`config.mk`:
```
export PLATFORM = sky130hd
export DESIGN_NAME = reu_dma_sequencer
export DESIGN_NICKNAME = d
export VERILOG_FILES = /design/src/rtl/reu_dma_sequencer.sv
export SDC_FILE = /design/constraint.sdc
export NUM_CORES = 1
export LEC_CHECK = 0
export ABC_AREA = 0
export BUFFER_PORTS_ARGS = -buffer_cell sky130_fd_sc_hd__buf_4
export CORE_ASPECT_RATIO = 0.6
export CORE_MARGIN = 2
export CORE_UTILIZATION = 55
export DETAILED_ROUTE_END_ITERATION = 16
export PLACE_DENSITY = 0.85
export SYNTH_ARGS = -nofsm -noshare
export SYNTH_HDL_FRONTEND = slang
export SYNTH_SLANG_ARGS = --single-unit
```
`constraint.sdc`:
```
create_clock -name PHI2 -period 4.6 [get_ports PHI2]
set_clock_uncertainty 0.1 [all_clocks]
set_input_delay 0.92 -clock PHI2 [delete_from_list [all_inputs] [get_ports PHI2]]
set_output_delay 0.92 -clock PHI2 [all_outputs]
set_load 0.005 [all_outputs]
```
`src/rtl/reu_dma_sequencer.sv`:
```
// rtl/reu_dma_sequencer.sv - REU DMA transfer sequencer: stash/fetch/swap/verify byte walker
module reu_dma_sequencer #(
    parameter int REU_AW = 19
) (
    input  logic              PHI2,
    input  logic              nRES,
    input  logic              Execute,
    input  logic              BA,
    input  logic [1:0]        TType,
    input  logic              Autoload,
    input  logic              FixC64,
    input  logic              FixREU,
    input  logic [15:0]       C64Base,
    input  logic [REU_AW-1:0] REUBase,
    input  logic [15:0]       LenBase,
    input  logic [7:0]        C64DIn,
    input  logic [7:0]        REUDIn,
    output logic              DMA,
    output logic              DMARW,
    output logic [15:0]       C64Addr,
    output logic [REU_AW-1:0] REUAddr,
    output logic [15:0]       LenCur,
    output logic [7:0]        C64DOut,
    output logic              RAMWR,
    output logic [7:0]        RAMWData,
    output logic              Busy,
    output logic              EOB,
    output logic              Fault,
    output logic              Reload
);

    typedef enum logic [1:0] {
        IDLE  = 2'd0,
        XFER  = 2'd1,
        SWAPW = 2'd2,
        DONE  = 2'd3
    } state_t;

    localparam logic [1:0] T_STASH  = 2'b00;
    localparam logic [1:0] T_FETCH  = 2'b01;
    localparam logic [1:0] T_SWAP   = 2'b10;
    localparam logic [1:0] T_VERIFY = 2'b11;

    state_t              state, state_n;
    logic [15:0]         c64_n, len_n;
    logic [REU_AW-1:0]   reu_n;
    logic [7:0]          hold_c64, hold_reu, hold_c64_n, hold_reu_n;
    logic                dma_n, busy_n, eob_n, fault_n, reload_n;
    logic                advance;

    // State, counters, swap holds and status pulses; reset aborts any transfer
    always_ff @(posedge PHI2) begin
        if (!nRES) begin
            state    <= IDLE;
            C64Addr  <= '0;
            REUAddr  <= '0;
            LenCur   <= '0;
            hold_c64 <= '0;
            hold_reu <= '0;
            DMA      <= 1'b0;
            Busy     <= 1'b0;
            EOB      <= 1'b0;
            Fault    <= 1'b0;
            Reload   <= 1'b0;
        end else begin
            state    <= state_n;
            C64Addr  <= c64_n;
            REUAddr  <= reu_n;
            LenCur   <= len_n;
            hold_c64 <= hold_c64_n;
            hold_reu <= hold_reu_n;
            DMA      <= dma_n;
            Busy     <= busy_n;
            EOB      <= eob_n;
            Fault    <= fault_n;
            Reload   <= reload_n;
        end
    end

    // Next-state, counter stepping and the combinational bus/RAM drive
    always_comb begin
        state_n    = state;
        c64_n      = C64Addr;
        reu_n      = REUAddr;
        len_n      = LenCur;
        hold_c64_n = hold_c64;
        hold_reu_n = hold_reu;
        dma_n      = DMA;
        busy_n     = Busy;
        eob_n      = 1'b0;
        fault_n    = 1'b0;
        reload_n   = 1'b0;
        advance    = 1'b0;
        DMARW      = 1'b1;
        C64DOut    = 8'h00;
        RAMWR      = 1'b0;
        RAMWData   = 8'h00;

        case (state)
            IDLE: begin
                if (Execute) begin
                    c64_n   = C64Base;
                    reu_n   = REUBase;
                    len_n   = LenBase;
                    dma_n   = 1'b1;
                    busy_n  = 1'b1;
                    state_n = XFER;
                end
            end
            XFER: begin
                case (TType)
                    T_STASH: begin
                        RAMWR    = BA;
                        RAMWData = C64DIn;
                        advance  = BA;
                    end
                    T_FETCH: begin
                        DMARW   = 1'b0;
                        C64DOut = REUDIn;
                        advance = BA;
                    end
                    T_SWAP: begin
                        // First half of a swap only captures both bytes
                        if (BA) begin
                            hold_c64_n = C64DIn;
                            hold_reu_n = REUDIn;
                            state_n    = SWAPW;
                        end
                    end
                    T_VERIFY: begin
                        advance = BA;
                        fault_n = BA && (C64DIn != REUDIn);
                    end
                    default: ;
                endcase
            end
            SWAPW: begin
                DMARW    = 1'b0;
                C64DOut  = hold_reu;
                RAMWR    = BA;
                RAMWData = hold_c64;
                advance  = BA;
                if (BA) begin
                    state_n = XFER;
                end
            end
            DONE: begin
                if (Autoload) begin
                    c64_n    = C64Base;
                    reu_n    = REUBase;
                    len_n    = LenBase;
                    reload_n = 1'b1;
                end
                state_n = IDLE;
            end
            default: state_n = IDLE;
        endcase

        // Length 1 is the last byte; it stays 1 so software can see the block finished
        if (advance) begin
            if (!FixC64) begin
                c64_n = C64Addr + 16'd1;
            end
            if (!FixREU) begin
                reu_n = REUAddr + REU_AW'(1);
            end
            if (LenCur == 16'd1) begin
                eob_n   = 1'b1;
                state_n = DONE;
            end else begin
                len_n = LenCur - 16'd1;
            end
        end

        if (fault_n) begin
            state_n = DONE;
        end

        if ((state != DONE) && (state_n == DONE)) begin
            dma_n  = 1'b0;
            busy_n = 1'b0;
        end
    end

endmodule

```
* Word level (Yosys, flattened, before mapping) *
Cells that the tools add are included.

word-level totals
  bits in registers = 73
  bits of input ports = 76
  output and inout port bits = 74
  logic and storage cells = 71

operators by class
  add/subtract/negate cells = 3
  equality and inequality tests = 10
  mux-type cells = 37
  bitwise logic cells = 1
  reduce and logical (&&, ||, !) cells = 10

operators by type and width
  operator                                                                number
  16-bit two-way mux                                                      8
  19-bit two-way mux                                                      4
  16-bit case mux with 2 select lines                                     2
  19-bit case mux with 2 select lines                                     1
  8-bit case mux with 2 select lines                                      2
  19-bit by 1-bit adder with 19-bit output, second input constant         1
  16-bit by 1-bit adder with 16-bit output, second input constant         1
  16-bit by 1-bit equality test with 1-bit output, second input constant  1
  8-bit two-way mux                                                       2
  16-bit by 1-bit subtractor with 16-bit output, second input constant    1
  2-bit two-way mux                                                       7
  2-bit equality test, second input constant                              5
  8-bit inequality test                                                   1
  2-bit case mux with 4 select lines                                      1
  1-bit two-way mux                                                       7
  1-bit case mux with 2 select lines                                      3
  2-bit AND reduction                                                     3
  2-bit by 1-bit equality test with 1-bit output, second input constant   2
  2-bit zero test                                                         2
  3-bit AND reduction                                                     1
  3-bit OR reduction                                                      1
  1-bit logical AND                                                       2
  2-bit inequality test, second input constant                            1
  2-bit OR reduction                                                      1
  1-bit NOT                                                               1

* Logic depth before layout (Yosys ltp) *
Gate-level depths: netlist (run 1).

  word-level depth = 9
  mapped depth = 9
  mapped depth without buffers = 7

* Least setup slack after synthesis (run 1) *
No wires, ideal clock.

  kind = input-to-output
  start = input TType[1]
  end = output RAMWData[0]
  data arrival time = 1.854 ns
  required time = 3.580 ns
  slack = 1.726 ns
  cell stages on the path = 4
  buffers on the path = 1
  path through = buf_2 > nor3_1 > a22oi_1 > nor2b_1

between the ends
  longest elaborated chain between the ends = 3

ends and longest elaborated chain
  item                                RTL line  source
  start, declared                     9         input logic [1:0] TType,
  2-bit zero test                     111       case (TType)
  8-bit two-way mux                   111
  8-bit case mux with 2 select lines  99        case (state)
  end, declared                       25        output logic [7:0] RAMWData,

No other way between the ends.

* Worst setup path in the final report (run 1) *
  start = register state[1]
  end = output RAMWData[4]

between the ends
  longest elaborated chain between the ends = 2
  elaborated cells on any way between the ends = 3
  those cells by class = eq/ne (2); mux (1)

ends and longest elaborated chain
  item                                                                                          RTL line  source
  start, declared                                                                               44        state_t state, state_n;
  start signal, assigned                                                                        66        state <= state_n;
  2-bit equality test / 2-bit by 1-bit equality test with 1-bit output (equally long branches)  99
  8-bit case mux with 2 select lines *                                                          99

Every way passes the cells marked *; elsewhere a longest branch is shown, timed or not.

==> metrics, run 1 <==
Final Routed Wirelength 14,900 um; final setup margin 1.06 ns; Via-to-Cell Ratio 6.46; share of cells above drive strength 1 26.2%; Mapped Cells 562; HPWL after DPL 10,600 um; DRT Pass-1 Iters 9; multi-input gate area in the final layout 2760 um^2; first-pass GRT wire length 23,200 um; number of core rows 25; Ys Warns 0; hold_buf cts 0; top_reg_cell synth dfxtp_1; Mapped Nets 647; CTS Sinks 73; CTS tree done; P&R area growth vs syn 32.6%; critical path fanouts, max 9; Min-Delay Path Class reg -> reg; Syn Area/Cell 7.83 um^2; Final Total Pwr 2.06 mW; root buffer cell clkbuf_16; register area share after synthesis 33.2%; Final Hold Viols 0; Top cell by count, worst path inv_1; Port Buffers 149; Total Neg Setup Slack 0 ns; Filler cells 600; # IOs 150; Via Count 5,189; final period utilization 77.0%; post-cts resize count 0; Slew HR 20.3%; flops & latches, synth 73; Worst path max stage delay 0.86 ns; RSZ-0062 raised after global routing no; Final Max Slew Viols 0; die width 119 um; Power Dens Cells 354 nW/um^2; largest buffer count on any clock path 2; Die Area 8750 um^2; Core Footprint 7820 um^2; Crit path required time 3.58 ns; status finished, final reports clean; vias in the first global route 4,570; initial antenna violation count 0; Post-Syn Area 4400 um^2; NumNets Final 775; Max-cap violations 0; Initial Util 56.3%; die height 73.3 um; post-CTS setup buffer count 0; Clock Latency Late Sink 0.34 ns; Post-synth EDFFs 0; ant diodes 0; sequential cell area 1460 um^2; min Tclk post-route 3.54 ns; post-place instance area 5530 um^2; routed wire length per instance 18.5 um; Least-Margin Pin Slew 1.19 ns; GRT Residual Overflow 0; cells along the critical path inv_1 -> ha_1 -> inv_1 -> nor3_1 -> a22oi_1 -> nor2b_1 -> buf_4; ANT nets after route 0; Critical Path Slowest Stage Cell nor3_1; pin count of the biggest net entering global routing 61; total track usage 33.3%; worst hold margin 0.356 ns; CP arrival 2.52 ns; Reg clk slew, reported paths 0.05 ns; DRC Markers 0; ys async rst share 0%; post-route cell area 5830 um^2; Max Clk Rate 0.282 GHz; critical path class reg -> out; H-tree Lvls 3; VDD IR max 0.000200 V; GP Congestion 0.977; CP endpoint kind output port; Post-Place Setup Slack 1.29 ns; Setup violations, final 0; crit start category flip-flop; DR iter-0 viols 723; CTS Buf Count 9; Leak 2.28 nW; post-synthesis cell type count 67
==> worst max-delay path, delay by kind of cell, from the launching register on <==
| kind | cells | cell delay [ns] |
|---|---|---|
| AOI/OAI and AO/OA | 1 | 0.16 |
| DFF | 1 | 0.32 |
| and+or+nand+nor | 2 | 1.06 |
| adders and majority gates | 1 | 0.26 |
| buffers and inverters | 3 | 0.38 |
==> flip-flops by register name, summed over array words and instances (netlist names) <==
register / count
hold_reu: 8
Reload: 1
REUAddr: 19
Busy: 1
C64Addr: 16
hold_c64: 8
EOB: 1
LenCur: 16
Fault: 1
state: 2
==> metrics by stage <==
step | instances | util (%)
CTS | 803 | 74.6
global placement | 787 | 70.8
floorplan | 562 | -
finish | 803 | 74.6
detailed placement | 787 | 70.8
global route | 803 | 74.6
==> per-layer routing <==
| metal | track usage (%) | up-vias | wire length [um] |
|---|---|---|---|
| li1 | - | 2386 | - |
| met1 | 47.1 | 2451 | 6410 |
| met2 | 50.8 | 326 | 6660 |
| met3 | 8.77 | 26 | 1670 |
| met4 | 8.76 | 0 | 160 |
| met5 | 0 | - | 0 |
==> logic make-up (layout without fill, tap and decap cells) <==
logic type,Yosys count,in the layout,synth area share [%]
AO/OA/AOI/OAI,164,164,25.9
multiplexers,2,2,0.455
buffers and inverters,44,177,4.32
AND/OR/NAND/NOR,256,256,30.8
flip-flops,73,73,33.2
XOR/XNOR,14,14,2.79
adder cells (fa/ha/maj),9,9,2.56
==> synth_stat cells, types with 10 or more instances <==
library cell	n	area, um^2
dfxtp_1	73	1460
o21ai_0	18	90.1
nor3_1	20	100
buf_2	11	55.1
a22oi_1	24	180
nand3_1	19	95.1
a31oi_1	16	100
nand2_1	84	315
xor2_1	10	87.6
a21oi_1	42	210
and3_1	10	62.6
nor2b_1	23	144
nor4_1	16	100
nor2_1	27	101
clkbuf_1	22	82.6
==> area by class of cell <==
class                           instances  share of cell area, %
Multi-Input combinational cell        445                   47.3
Sequential cell                        73                   25.1
Timing Repair Buffer                  153                   19.7
Clock buffer                           11                   4.16
Tap cell                              108                   2.32
Clock inverter                          5                  0.944
Inverter                                8                  0.515
==> worst paths after layout <==
| kind | slack (ns) | cells past startpoint | endpoint | start |
|---|---|---|---|---|
| worst max register to register | 1.14 | 7 | REUAddr[3]$_SDFF_PN0_ | state[0]$_SDFF_PN0_ |
| worst max-delay path | 1.06 | 7 | RAMWData[4] | state[1]$_SDFF_PN0_ |
| worst min register to register | 0.36 | 2 | hold_reu[3]$_SDFFE_PN0P_ | hold_reu[3]$_SDFFE_PN0P_ |
| worst min-delay path | 0.36 | 2 | hold_reu[3]$_SDFFE_PN0P_ | hold_reu[3]$_SDFFE_PN0P_ |
==> cell usage in the layout, fill, tap and decap left out, types with 7 or more instances in the layout <==
cell type,n
nand2_1,84
a211oi_1,9
nor4_1,16
ha_1,9
or4_1,9
nor3_1,20
clkbuf_16,9
o21ai_0,18
or3_1,7
a31oi_1,16
a21oi_1,41
inv_1,7
a22oi_1,24
buf_4,153
nor2_1,26
nor2b_1,23
a221oi_1,7
xor2_1,10
a311oi_1,9
dfxtp_1,73
and3_1,10
nand3_1,19
==> power by group <==
part	internal (mW)	switching [mW]
clock	0.433	0.274
combinational	0.258	0.323
sequential	0.689	0.0872
(Power assumes the default switching activity.)
==> run 2: changes to the inputs <==
CORE_UTILIZATION = 51   (was 55)
PLACE_DENSITY = 0.8   (was 0.85)
clock period = 3.7 ns   (was 4.6 ns; I/O delays follow)
==> run 2 against run 1 <==
- flip-flop and latch count unchanged
- count of clock-buffer cells in the layout unchanged
- register-to-register slack got worse by 0.53 ns
- power increased by 25%
- sequential share of layout area decreased by 0.26 points
- cell area increased by 1.1%
- die area increased by 7.5%
- critical path type is now reg -> reg
- worst hold slack improved by 0.0040 ns
- clock power increased by 25%
- largest cell class unchanged
- non-clock buffer count increased by 6
- utilization decreased by 4.9 points
==> metrics, run 2 (synthesis results as in run 1) <==
pin count of the biggest net entering global routing 48 (-21%); hold_sp hold_reu[3]$_SDFFE_PN0P_; CTS Buf Count 9 (unchanged); Min-Delay Path Class reg -> reg; commonest non-fill, non-tap cell in the layout buf_4; RSZ-0062 raised after global routing no; Worst Path Buf+Inv 2 (-1); Critical Path Slowest Stage Cell ha_1; Total Neg Setup Slack 0 ns (unchanged); sequential share of power 37.4% (-0.2 points); VDD IR max 0.000269 V (+34%); reg2reg path depth 8 (+1); GRT Residual Overflow 0 (unchanged); CTS tree done; Worst path max stage delay 0.72 ns (-0.14 ns); crit start category flip-flop; post-CTS setup buffer count 0 (unchanged); P&R area growth vs syn 34.0%; Leak 2.32 nW (+1.9%); vias in the first global route 4,695 (+2.7%); Least-Margin Pin Slew 1.08 ns (-0.114 ns); Power Dens Cells 438 nW/um^2 (+24%); CTS Sinks 73 (unchanged); post-route cell area 5890 um^2 (+1.1%); Initial Util 52.0% (-4.2 points); critical path fanouts, max 22 (+13); final period utilization 83.6%; power share of the combinational group 28.4% (+0.2 points); GP Congestion 0.906 (-7.3%); most frequent cells in the layout buf_4, nand2_1, dfxtp_1, a21oi_1, nor2_1; max reg flops 19 (unchanged); status finished, final reports clean; min Tclk post-route 3.09 ns; ANT nets after route 0 (unchanged); Clock power frac 34.2% (about the same); CP endpoint kind flip-flop; worst setup path startpoint state[0]$_SDFF_PN0_; total track usage 32.0% (-1.3 points); # IOs 150 (unchanged); ant diodes 0 (unchanged); Via Count 5,159 (-0.58%); DRC Markers 0 (unchanged); Max Clk Rate 0.323 GHz; first-pass GRT wire length 24,100 um (+3.8%); Final Hold Viols 0 (unchanged); die width 124 um (+3.7%); DRT Pass-1 Iters 5 (-4); Max-cap violations 0 (unchanged); Reg clk slew, reported paths 0.06 ns (about the same); Port Buffers 149 (unchanged); DR iter-0 viols 775 (+7.2%); cells along the critical path inv_1 -> ha_1 -> and2_1 -> nand2b_1 -> nor2_1 -> buf_4 -> a21oi_1 -> a311oi_1; share of cells above drive strength 1 26.8% (+0.63 points); die height 75.9 um (+3.6%); reg2reg end REUAddr[3]$_SDFF_PN0_; register-to-register setup slack 0.61 ns (-0.53 ns); hold worst-path end hold_reu[3]$_SDFFE_PN0P_; Via-to-Cell Ratio 6.35 (-1.8%); NumNets Final 781 (+0.77%); number of core rows 26 (+4.0%); post-place instance area 5600 um^2 (+1.1%); Top Registers REUAddr x19, C64Addr x16, LenCur x16; Final Routed Wirelength 15,000 um (+0.67%); multi-input gate area in the final layout 2760 um^2 (unchanged); CP arrival 3.24 ns (+0.72 ns); Core Footprint 8460 um^2 (+8.2%); Slew HR 27.9% (+7.6 points); routed wire length per instance 18.4 um (-0.57%); Crit path required time 3.85 ns (+0.27 ns); initial antenna violation count 0 (unchanged); Filler cells 710 (+18%); HPWL after DPL 11,000 um (+3.2%); switch share 33.1% (about the same); H-tree Lvls 3 (unchanged); worst r2r src state[0]$_SDFF_PN0_; Final Total Pwr 2.58 mW (+25%); critical path class reg -> reg; sequential cell area 1460 um^2 (unchanged); Net Sw Power 854 uW (+25%); largest register by flop count REUAddr; family with the most delay on the worst path simple AND/OR/NAND/NOR gates; Final Max Slew Viols 0 (unchanged); Die Area 9410 um^2 (+7.5%); Hold Path Stages 2 (unchanged); largest buffer count on any clock path 2 (unchanged); post-cts resize count 0 (unchanged); Setup violations, final 0 (unchanged); hold_buf cts 0 (unchanged); root buffer cell clkbuf_16; Clock Latency Late Sink 0.34 ns (about the same); Int Power 1.73 mW (+25%)
-- run 2: changes by cell type in the layout (fill, tap and decap cells not counted) --
cell,before,now
buf_12,0,1
clkinvlp_4,2,0
clkinv_2,2,3
inv_6,0,1
buf_4,153,158
-- run 2: final cells by class --
cell class	count	share of cell area, %
clock buffer	11	4.12
multi-input combinational	445	46.8
timing repair buffer	159	20.5
clock inverter	5	0.913
tap	112	2.38
inverter	8	0.510
sequential	73	24.8
-- run 2: power by group through the flow --
stage / Sequential [mW] / Combinational [mW] / Clock [mW]
finish: 0.965 / 0.732 / 0.882
global route: 0.977 / 0.798 / 0.915
CTS: 0.959 / 0.721 / 0.886
detailed placement: 0.975 / 0.717 / 0
global placement: 0.971 / 0.698 / 0
floorplan: 0.952 / 0.427 / 0
-- run 2: layer usage --
layer | global-route usage, % | share of wire [%]
met1 | 47.8 | 44
met3 | 8.43 | 11
met2 | 46.1 | 43
met5 | 0 | 0
met4 | 6.85 | 1.4
-- run 2: tightest hold or removal path, stage by stage, from the launching register on --
cell	delay, ns
dfxtp_1	0.31
nand2_1	0.05
a21oi_1	0.05
-- run 2: how the worst max path moves through the flow --
stage	cells after the start	to
floorplan	4	RAMWData[0]
global placement	8	REUAddr[3]$_SDFF_PN0_
detailed placement	8	REUAddr[3]$_SDFF_PN0_
CTS	5	RAMWR
global route	8	REUAddr[3]$_SDFF_PN0_
finish	8	REUAddr[3]$_SDFF_PN0_
-- run 2: stage by stage --
stage / utilization (%) / setup slack (ns) / instances / hold WS [ns]
after floorplan: - / 1.19 / 562 / 0.337
after global placement: 66.2 / 0.904 / 797 / 0.345
after detailed placement: 66.2 / 0.732 / 797 / 0.350
after CTS: 69.7 / 0.683 / 813 / 0.358
after global routing: 69.7 / 0.421 / 813 / 0.384
final: 69.7 / 0.605 / 813 / 0.360
